**src/rtl/rx_frame_if.sv**
```systemverilog
// ============================================================================
//  Module   : rx_frame_if
//  Brief    : Control, serial line and holding-register handshake bundle for
//             the serial receive sequencer.
//  Revision : 1.0  initial release
// ============================================================================
`default_nettype none

interface rx_frame_if #(
    parameter int DATA_W = 8
);
    logic              enable;
    logic              serial_in;
    logic [DATA_W-1:0] rx_data;
    logic              rx_valid;
    logic              rx_ready;
    logic              frame_err;
    logic              overrun;
    logic              clr_err;
    logic              busy;

    modport master (
        input  enable, serial_in, rx_ready, clr_err,
        output rx_data, rx_valid, frame_err, overrun, busy
    );

    modport slave (
        output enable, serial_in, rx_ready, clr_err,
        input  rx_data, rx_valid, frame_err, overrun, busy
    );
endinterface

`default_nettype wire

```
**src/rtl/rx_frame_sequencer.sv**
```systemverilog
// ============================================================================
//  Module   : rx_frame_sequencer
//  Brief    : Oversampled serial frame receiver with one-entry holding
//             register, framing-error pulse and sticky overrun flag.
//  Revision : 1.0  initial release
// ============================================================================
`default_nettype none

module rx_frame_sequencer #(
    parameter int DATA_W     = 8,
    parameter int OVERSAMPLE = 4
) (
    input  logic          clock,
    input  logic          reset,
    rx_frame_if.master    bus
);

    localparam int OS_W = $clog2(OVERSAMPLE) + 1;
    localparam int BC_W = $clog2(DATA_W) + 1;

    localparam logic [OS_W-1:0] c_OS_LAST   = OS_W'(OVERSAMPLE - 1);
    localparam logic [OS_W-1:0] c_HALF_LAST = OS_W'(OVERSAMPLE / 2 - 1);
    localparam logic [BC_W-1:0] c_BIT_LAST  = BC_W'(DATA_W - 1);

    localparam logic [2:0] c_IDLE      = 3'd0;
    localparam logic [2:0] c_START     = 3'd1;
    localparam logic [2:0] c_DATA      = 3'd2;
    localparam logic [2:0] c_STOP      = 3'd3;
    localparam logic [2:0] c_WAIT_HIGH = 3'd4;

    logic [2:0]        r_state;
    logic [OS_W-1:0]   r_os_cnt;
    logic [BC_W-1:0]   r_bit_cnt;
    logic [DATA_W-1:0] r_shift;
    logic [DATA_W-1:0] r_rx_data;
    logic              r_rx_valid;
    logic              r_frame_err;
    logic              r_overrun;

    logic [DATA_W-1:0] w_shift_next;
    logic              w_os_last;
    logic              w_stop_good;
    logic              w_load;
    logic              w_drop;

    // LSB-first frame: each new bit enters at the MSB and moves down
    generate
        if (DATA_W == 1) begin : g_shift_one
            assign w_shift_next = bus.serial_in;
        end else begin : g_shift_multi
            assign w_shift_next = {bus.serial_in, r_shift[DATA_W-1:1]};
        end
    endgenerate

    assign w_os_last   = (r_os_cnt == c_OS_LAST);
    assign w_stop_good = (r_state == c_STOP) && bus.enable && w_os_last && bus.serial_in;
    assign w_load      = w_stop_good && (!r_rx_valid || bus.rx_ready);
    assign w_drop      = w_stop_good && r_rx_valid && !bus.rx_ready;

    always_ff @(posedge clock) begin
        if (!reset) begin
            r_state     <= c_IDLE;
            r_os_cnt    <= '0;
            r_bit_cnt   <= '0;
            r_shift     <= '0;
            r_frame_err <= 1'b0;
        end else begin
            r_frame_err <= 1'b0;
            case (r_state)
                c_IDLE: begin
                    r_os_cnt <= '0;
                    if (bus.enable && !bus.serial_in) begin
                        r_state <= c_START;
                    end
                end
                c_START: begin
                    if (!bus.enable) begin
                        r_state  <= c_IDLE;
                        r_os_cnt <= '0;
                    end else if (r_os_cnt == c_HALF_LAST) begin
                        r_os_cnt  <= '0;
                        r_bit_cnt <= '0;
                        r_state   <= bus.serial_in ? c_IDLE : c_DATA;
                    end else begin
                        r_os_cnt <= r_os_cnt + OS_W'(1);
                    end
                end
                c_DATA: begin
                    if (!bus.enable) begin
                        r_state  <= c_IDLE;
                        r_os_cnt <= '0;
                    end else if (w_os_last) begin
                        r_os_cnt  <= '0;
                        r_shift   <= w_shift_next;
                        r_bit_cnt <= r_bit_cnt + BC_W'(1);
                        if (r_bit_cnt == c_BIT_LAST) begin
                            r_state <= c_STOP;
                        end
                    end else begin
                        r_os_cnt <= r_os_cnt + OS_W'(1);
                    end
                end
                c_STOP: begin
                    if (!bus.enable) begin
                        r_state  <= c_IDLE;
                        r_os_cnt <= '0;
                    end else if (w_os_last) begin
                        r_os_cnt    <= '0;
                        r_state     <= bus.serial_in ? c_IDLE : c_WAIT_HIGH;
                        r_frame_err <= !bus.serial_in;
                    end else begin
                        r_os_cnt <= r_os_cnt + OS_W'(1);
                    end
                end
                // A held-low line (break) must rise before a new start is accepted
                c_WAIT_HIGH: begin
                    if (bus.serial_in) begin
                        r_state <= c_IDLE;
                    end
                end
                default: begin
                    r_state  <= c_IDLE;
                    r_os_cnt <= '0;
                end
            endcase
        end
    end

    // Holding register runs independently of the receive state and enable
    always_ff @(posedge clock) begin
        if (!reset) begin
            r_rx_data  <= '0;
            r_rx_valid <= 1'b0;
            r_overrun  <= 1'b0;
        end else begin
            if (w_load) begin
                r_rx_data  <= r_shift;
                r_rx_valid <= 1'b1;
            end else if (r_rx_valid && bus.rx_ready) begin
                r_rx_valid <= 1'b0;
            end

            if (w_drop) begin
                r_overrun <= 1'b1;
            end else if (bus.clr_err) begin
                r_overrun <= 1'b0;
            end
        end
    end

    assign bus.rx_data   = r_rx_data;
    assign bus.rx_valid  = r_rx_valid;
    assign bus.frame_err = r_frame_err;
    assign bus.overrun   = r_overrun;
    assign bus.busy      = (r_state != c_IDLE);

endmodule

`default_nettype wire

```
**src/flat_wrapper.sv**
```systemverilog
// flat-port wrapper written by rule: the top's interface ports become plain ports
module rx_frame_sequencer_flat 
#(
    parameter int DATA_W     = 8,
    parameter int OVERSAMPLE = 4
)
  (clock, reset, bus_enable, bus_serial_in, bus_rx_ready, bus_clr_err, bus_rx_data, bus_rx_valid, bus_frame_err, bus_overrun, bus_busy);
  rx_frame_if #(.DATA_W(DATA_W)) bus_i ();
  input  logic clock;
  input  logic reset;
  input wire logic [$bits(bus_i.enable)-1:0] bus_enable;
  input wire logic [$bits(bus_i.serial_in)-1:0] bus_serial_in;
  input wire logic [$bits(bus_i.rx_ready)-1:0] bus_rx_ready;
  input wire logic [$bits(bus_i.clr_err)-1:0] bus_clr_err;
  output wire logic [$bits(bus_i.rx_data)-1:0] bus_rx_data;
  output wire logic [$bits(bus_i.rx_valid)-1:0] bus_rx_valid;
  output wire logic [$bits(bus_i.frame_err)-1:0] bus_frame_err;
  output wire logic [$bits(bus_i.overrun)-1:0] bus_overrun;
  output wire logic [$bits(bus_i.busy)-1:0] bus_busy;
  assign bus_i.enable = bus_enable;
  assign bus_i.serial_in = bus_serial_in;
  assign bus_i.rx_ready = bus_rx_ready;
  assign bus_i.clr_err = bus_clr_err;
  assign bus_rx_data = bus_i.rx_data;
  assign bus_rx_valid = bus_i.rx_valid;
  assign bus_frame_err = bus_i.frame_err;
  assign bus_overrun = bus_i.overrun;
  assign bus_busy = bus_i.busy;
  rx_frame_sequencer #(.DATA_W(DATA_W), .OVERSAMPLE(OVERSAMPLE)) u_core (.clock(clock), .reset(reset), .bus(bus_i));
endmodule
```
**config.mk**
```make
export PLATFORM = sky130hd
export DESIGN_NAME = rx_frame_sequencer_flat
export DESIGN_NICKNAME = d
export VERILOG_FILES = /design/src/rtl/rx_frame_if.sv /design/src/rtl/rx_frame_sequencer.sv /design/src/flat_wrapper.sv
export SDC_FILE = /design/constraint.sdc
export NUM_CORES = 1
export LEC_CHECK = 0
export ABC_AREA = 1
export CORE_MARGIN = 2
export CORE_UTILIZATION = 45
export CTS_BUF_LIST = sky130_fd_sc_hd__clkbuf_8
export DETAILED_ROUTE_END_ITERATION = 6
export PLACE_DENSITY = 0.74
export SETUP_SLACK_MARGIN = 0.1
export SLEW_MARGIN = 20
export SYNTH_ARGS = -nofsm -noshare
export SYNTH_HDL_FRONTEND = slang
export SYNTH_SLANG_ARGS = --single-unit
```
**constraint.sdc**
```tcl
create_clock -name clock -period 1.75 [get_ports clock]
set_input_delay 0.2625 -clock clock [delete_from_list [all_inputs] [get_ports clock]]
set_output_delay 0.2625 -clock clock [all_outputs]
set_load 0.02 [all_outputs]
```
==> impl_metrics.json <==
{
  "synth_area_sq_um": 1411,
  "cts_made_buffers": 5,
  "r2r_start": "u_core.r_os_cnt[1]$_SDFFE_PN0P_",
  "grt_pass1_vias": 1165,
  "cts_tree": "done",
  "min_path_type": "register to register",
  "synth_edf_count": 0,
  "n_fill_cell": 282,
  "maxCapViolCount": 0,
  "drc": 0,
  "max-vdd-ir-drop_mv": 0.7994,
  "combPwrFrac_pct": 33.6,
  "critPathArrivalTime_ns": 1.68,
  "ys.flop_type": "dfxtp_1",
  "period_needed_ns": 1.498,
  "worstHoldStart": "u_core.bus.overrun$_SDFFE_PN0P_",
  "holdWs_ns": 0.4755,
  "cts.sinks": 29,
  "cts_root_buffer": "clkbuf_8",
  "clk_pin_slew_worst_paths_ns": 0.07,
  "required_ns": 1.93,
  "diodes": 0,
  "fmax_ghz": 0.6675,
  "portBuffers": 17,
  "internal-power_mw": 1.208,
  "syn_nets": 205,
  "maxSlewViolCount": 0,
  "grt_max_degree": 22,
  "async_flop_share_pct": 0,
  "wl_mm": 2.981,
  "netlist.area_leader.share_pct": 41.13,
  "grt_pass1_wl_mm": 5.154,
  "power.share.clock_pct": 28.2,
  "fin_setup_tns_ns": 0,
  "drt_iter0_drc": 33,
  "final_layout_size_suffix_gt1_share_pct": 19.03,
  "synth_area_leaders": "dfxtp_1, nor2_1, nand2_1",
  "ys_seq_area_share_pct": 41.13,
  "die_h_microns": 60.01,
  "cp-start-kind": "register",
  "ys_seq_elements": 29,
  "dp_hpwl_mm": 2.106,
  "skew_ns": 0.005965,
  "r2r_end": "u_core.bus.rx_data[0]$_SDFFE_PN0P_",
  "grt_usage_pct": 19.78,
  "synthDistinctLibCells": 25,
  "area_growth_pct": 26.42,
  "viasPerCell": 4.681,
  "num-nets-final": 236,
  "r2r_cells": 8,
  "p_leak_nw": 0.8111,
  "relSlewSlack_pct": 81.70,
  "row_count": 20,
  "critical_path_class": "register to register",
  "die_w_microns": 60.01,
  "fin_crit_sh_pct": 85.61,
  "synth_area_leader_cell": "dfxtp_1",
  "core_sq_um": 3028,
  "h-tree-depth": 2,
  "routedWlPerCell_microns": 11.04,
  "ioPinCount": 18,
  "start_util_pct": 46.61,
  "swShare_pct": 37.55,
  "r2r_slack_ns": 0.25,
  "p_sw_mw": 0.7264,
  "synthCells": 194,
  "ys_warn_count": 0,
  "tightestPinTransition_ns": 0.2741,
  "outcome": "finished, final reports clean",
  "place_congestion": 0.9274,
  "hold_viol": 0,
  "ant_nets": 0,
  "hold_end": "u_core.bus.overrun$_SDFFE_PN0P_",
  "design_area_sq_um": 1784,
  "crit_fanout": 10,
  "vias": 1264,
  "clk_latency_ns": 0.29,
  "end_kind": "register",
  "dr.pass1.iters": 4,
  "cellPowerDensity_nw_per_um2": 1084,
  "final_core_util_pct": 58.93,
  "place_area_sq_um": 1697,
  "clock_path_buffers": 2,
  "grt.overflow.total": 0,
  "seqPwrFrac_pct": 38.3,
  "hold-path-cell-count": 2,
  "setup_viol": 0,
  "antenna_found_initial": 0,
  "fp.dieArea_sq_um": 3601,
  "rsz0062_at_grt": "false",
  "syn_area_per_cell_sq_um": 7.275
}
[Yosys cell counts, types with 2 or more instances]
cell	count
nor2_1	43
nand2_1	31
dfxtp_1	29
inv_1	17
nor2_2	10
o21ai_0	10
o21ai_1	10
a21oi_1	7
nand3_1	7
inv_2	6
ha_1	5
nand4_1	3
nor2_4	3
nand3_2	2
[how the worst max path moves through the flow]
| stage | start | endpoint | slack [ns] | cells after the start |
|---|---|---|---|---|
| 2_1_floorplan | u_core.r_os_cnt[0]$_SDFFE_PN0P_ | u_core.bus.rx_data[0]$_SDFFE_PN0P_ | 0.37 | 8 |
| 3_3_place_gp | bus_enable | u_core.r_shift[2]$_SDFFE_PN0P_ | 0.09 | 8 |
| 3_5_place_dp | bus_enable | u_core.r_shift[2]$_SDFFE_PN0P_ | 0.03 | 8 |
| 4_1_cts | u_core.r_os_cnt[1]$_SDFFE_PN0P_ | u_core.bus.rx_data[0]$_SDFFE_PN0P_ | 0.15 | 8 |
| 5_1_grt | u_core.r_os_cnt[1]$_SDFFE_PN0P_ | u_core.bus.rx_data[6]$_SDFFE_PN0P_ | 0.10 | 8 |
| 6_report | u_core.r_os_cnt[1]$_SDFFE_PN0P_ | u_core.bus.rx_data[0]$_SDFFE_PN0P_ | 0.25 | 8 |
[placed cells by master (no fill, tap or decap), types with 5 or more instances in the layout]
| master | Yosys | layout |
|---|---|---|
| a21oi_1 | 7 | 7 |
| buf_4 | 0 | 9 |
| clkbuf_8 | 0 | 5 |
| clkdlybuf4s50_1 | 0 | 16 |
| dfxtp_1 | 29 | 29 |
| ha_1 | 5 | 5 |
| inv_1 | 17 | 17 |
| inv_2 | 6 | 6 |
| nand2_1 | 31 | 30 |
| nand3_1 | 7 | 7 |
| nor2_1 | 43 | 43 |
| nor2_2 | 10 | 10 |
| o21ai_0 | 10 | 10 |
| o21ai_1 | 10 | 10 |
[state kept, by name, summed over array words and instances, names as in the netlist]
register	flops
u_core.bus.rx_data	8
u_core.r_shift	8
u_core.r_bit_cnt	4
u_core.r_os_cnt	3
u_core.r_state	3
u_core.bus.frame_err	1
u_core.bus.overrun	1
u_core.bus.rx_valid	1
[metrics by stage]
stage	instances	power, mW	setup WS, ns
6_report	270	1.935	0.2518
5_1_grt	270	2.059	0.1023
4_1_cts	270	1.944	0.1484
3_5_place_dp	262	1.410	0.03074
3_3_place_gp	262	1.407	0.09494
2_1_floorplan	194	1.204	0.3687
[layout make-up]
| cell class | count | area, sq um | area share, % |
|---|---|---|---|
| clock inverters | 3 | 17.52 | 0.9818 |
| inverters | 24 | 92.59 | 5.189 |
| flip-flops and latches | 29 | 580.6 | 32.54 |
| well taps | 44 | 55.05 | 3.086 |
| clock buffers | 5 | 68.82 | 3.857 |
| repair buffers | 26 | 236.5 | 13.25 |
| multi-input cells | 139 | 733.2 | 41.09 |
[cells by family after synthesis]
family,share of synthesized area [%]
and+or+nand+nor,35.37
AOI/OAI and AO/OA,10.73
DFF,41.13
buffers and inverters,7.092
adders and majority gates,4.433
xor gates and xnor gates,1.241
[routing by layer]
metal  global-route usage (%)  part of all wire (%)
met5                        0                     0
met4                    7.619                   1.5
met2                    31.83                    48
met3                    6.061                   2.9
met1                    24.70                    48
[repair_timing]
action | in CTS | in global routing
pin swaps | 0 | 0
hold buffers | 0 | 0
resized for setup | 1 | 1
buffers inserted | 0 | 0
endpoints found under the hold margin | 0 | 0
setup endpoints to repair | 1 | 11
[power groups by stage]
stage / sequential, mW / clock [mW] / combinational (mW)
2_1_floorplan: 0.769 / 0 / 0.435
3_3_place_gp: 0.754 / 0 / 0.654
3_5_place_dp: 0.756 / 0 / 0.654
4_1_cts: 0.741 / 0.557 / 0.646
5_1_grt: 0.745 / 0.582 / 0.732
6_report: 0.740 / 0.545 / 0.649
[critical path, cell delays in order, from the launching register on]
cell and delay [ns]:
dfxtp_1 0.39, ha_1 0.19, nand2_2 0.13, nor2_4 0.14, nand3_4 0.10, nor2_8 0.19, inv_4 0.10, nor2_2 0.09
nor2_1 0.05
(Power assumes the default switching activity.)
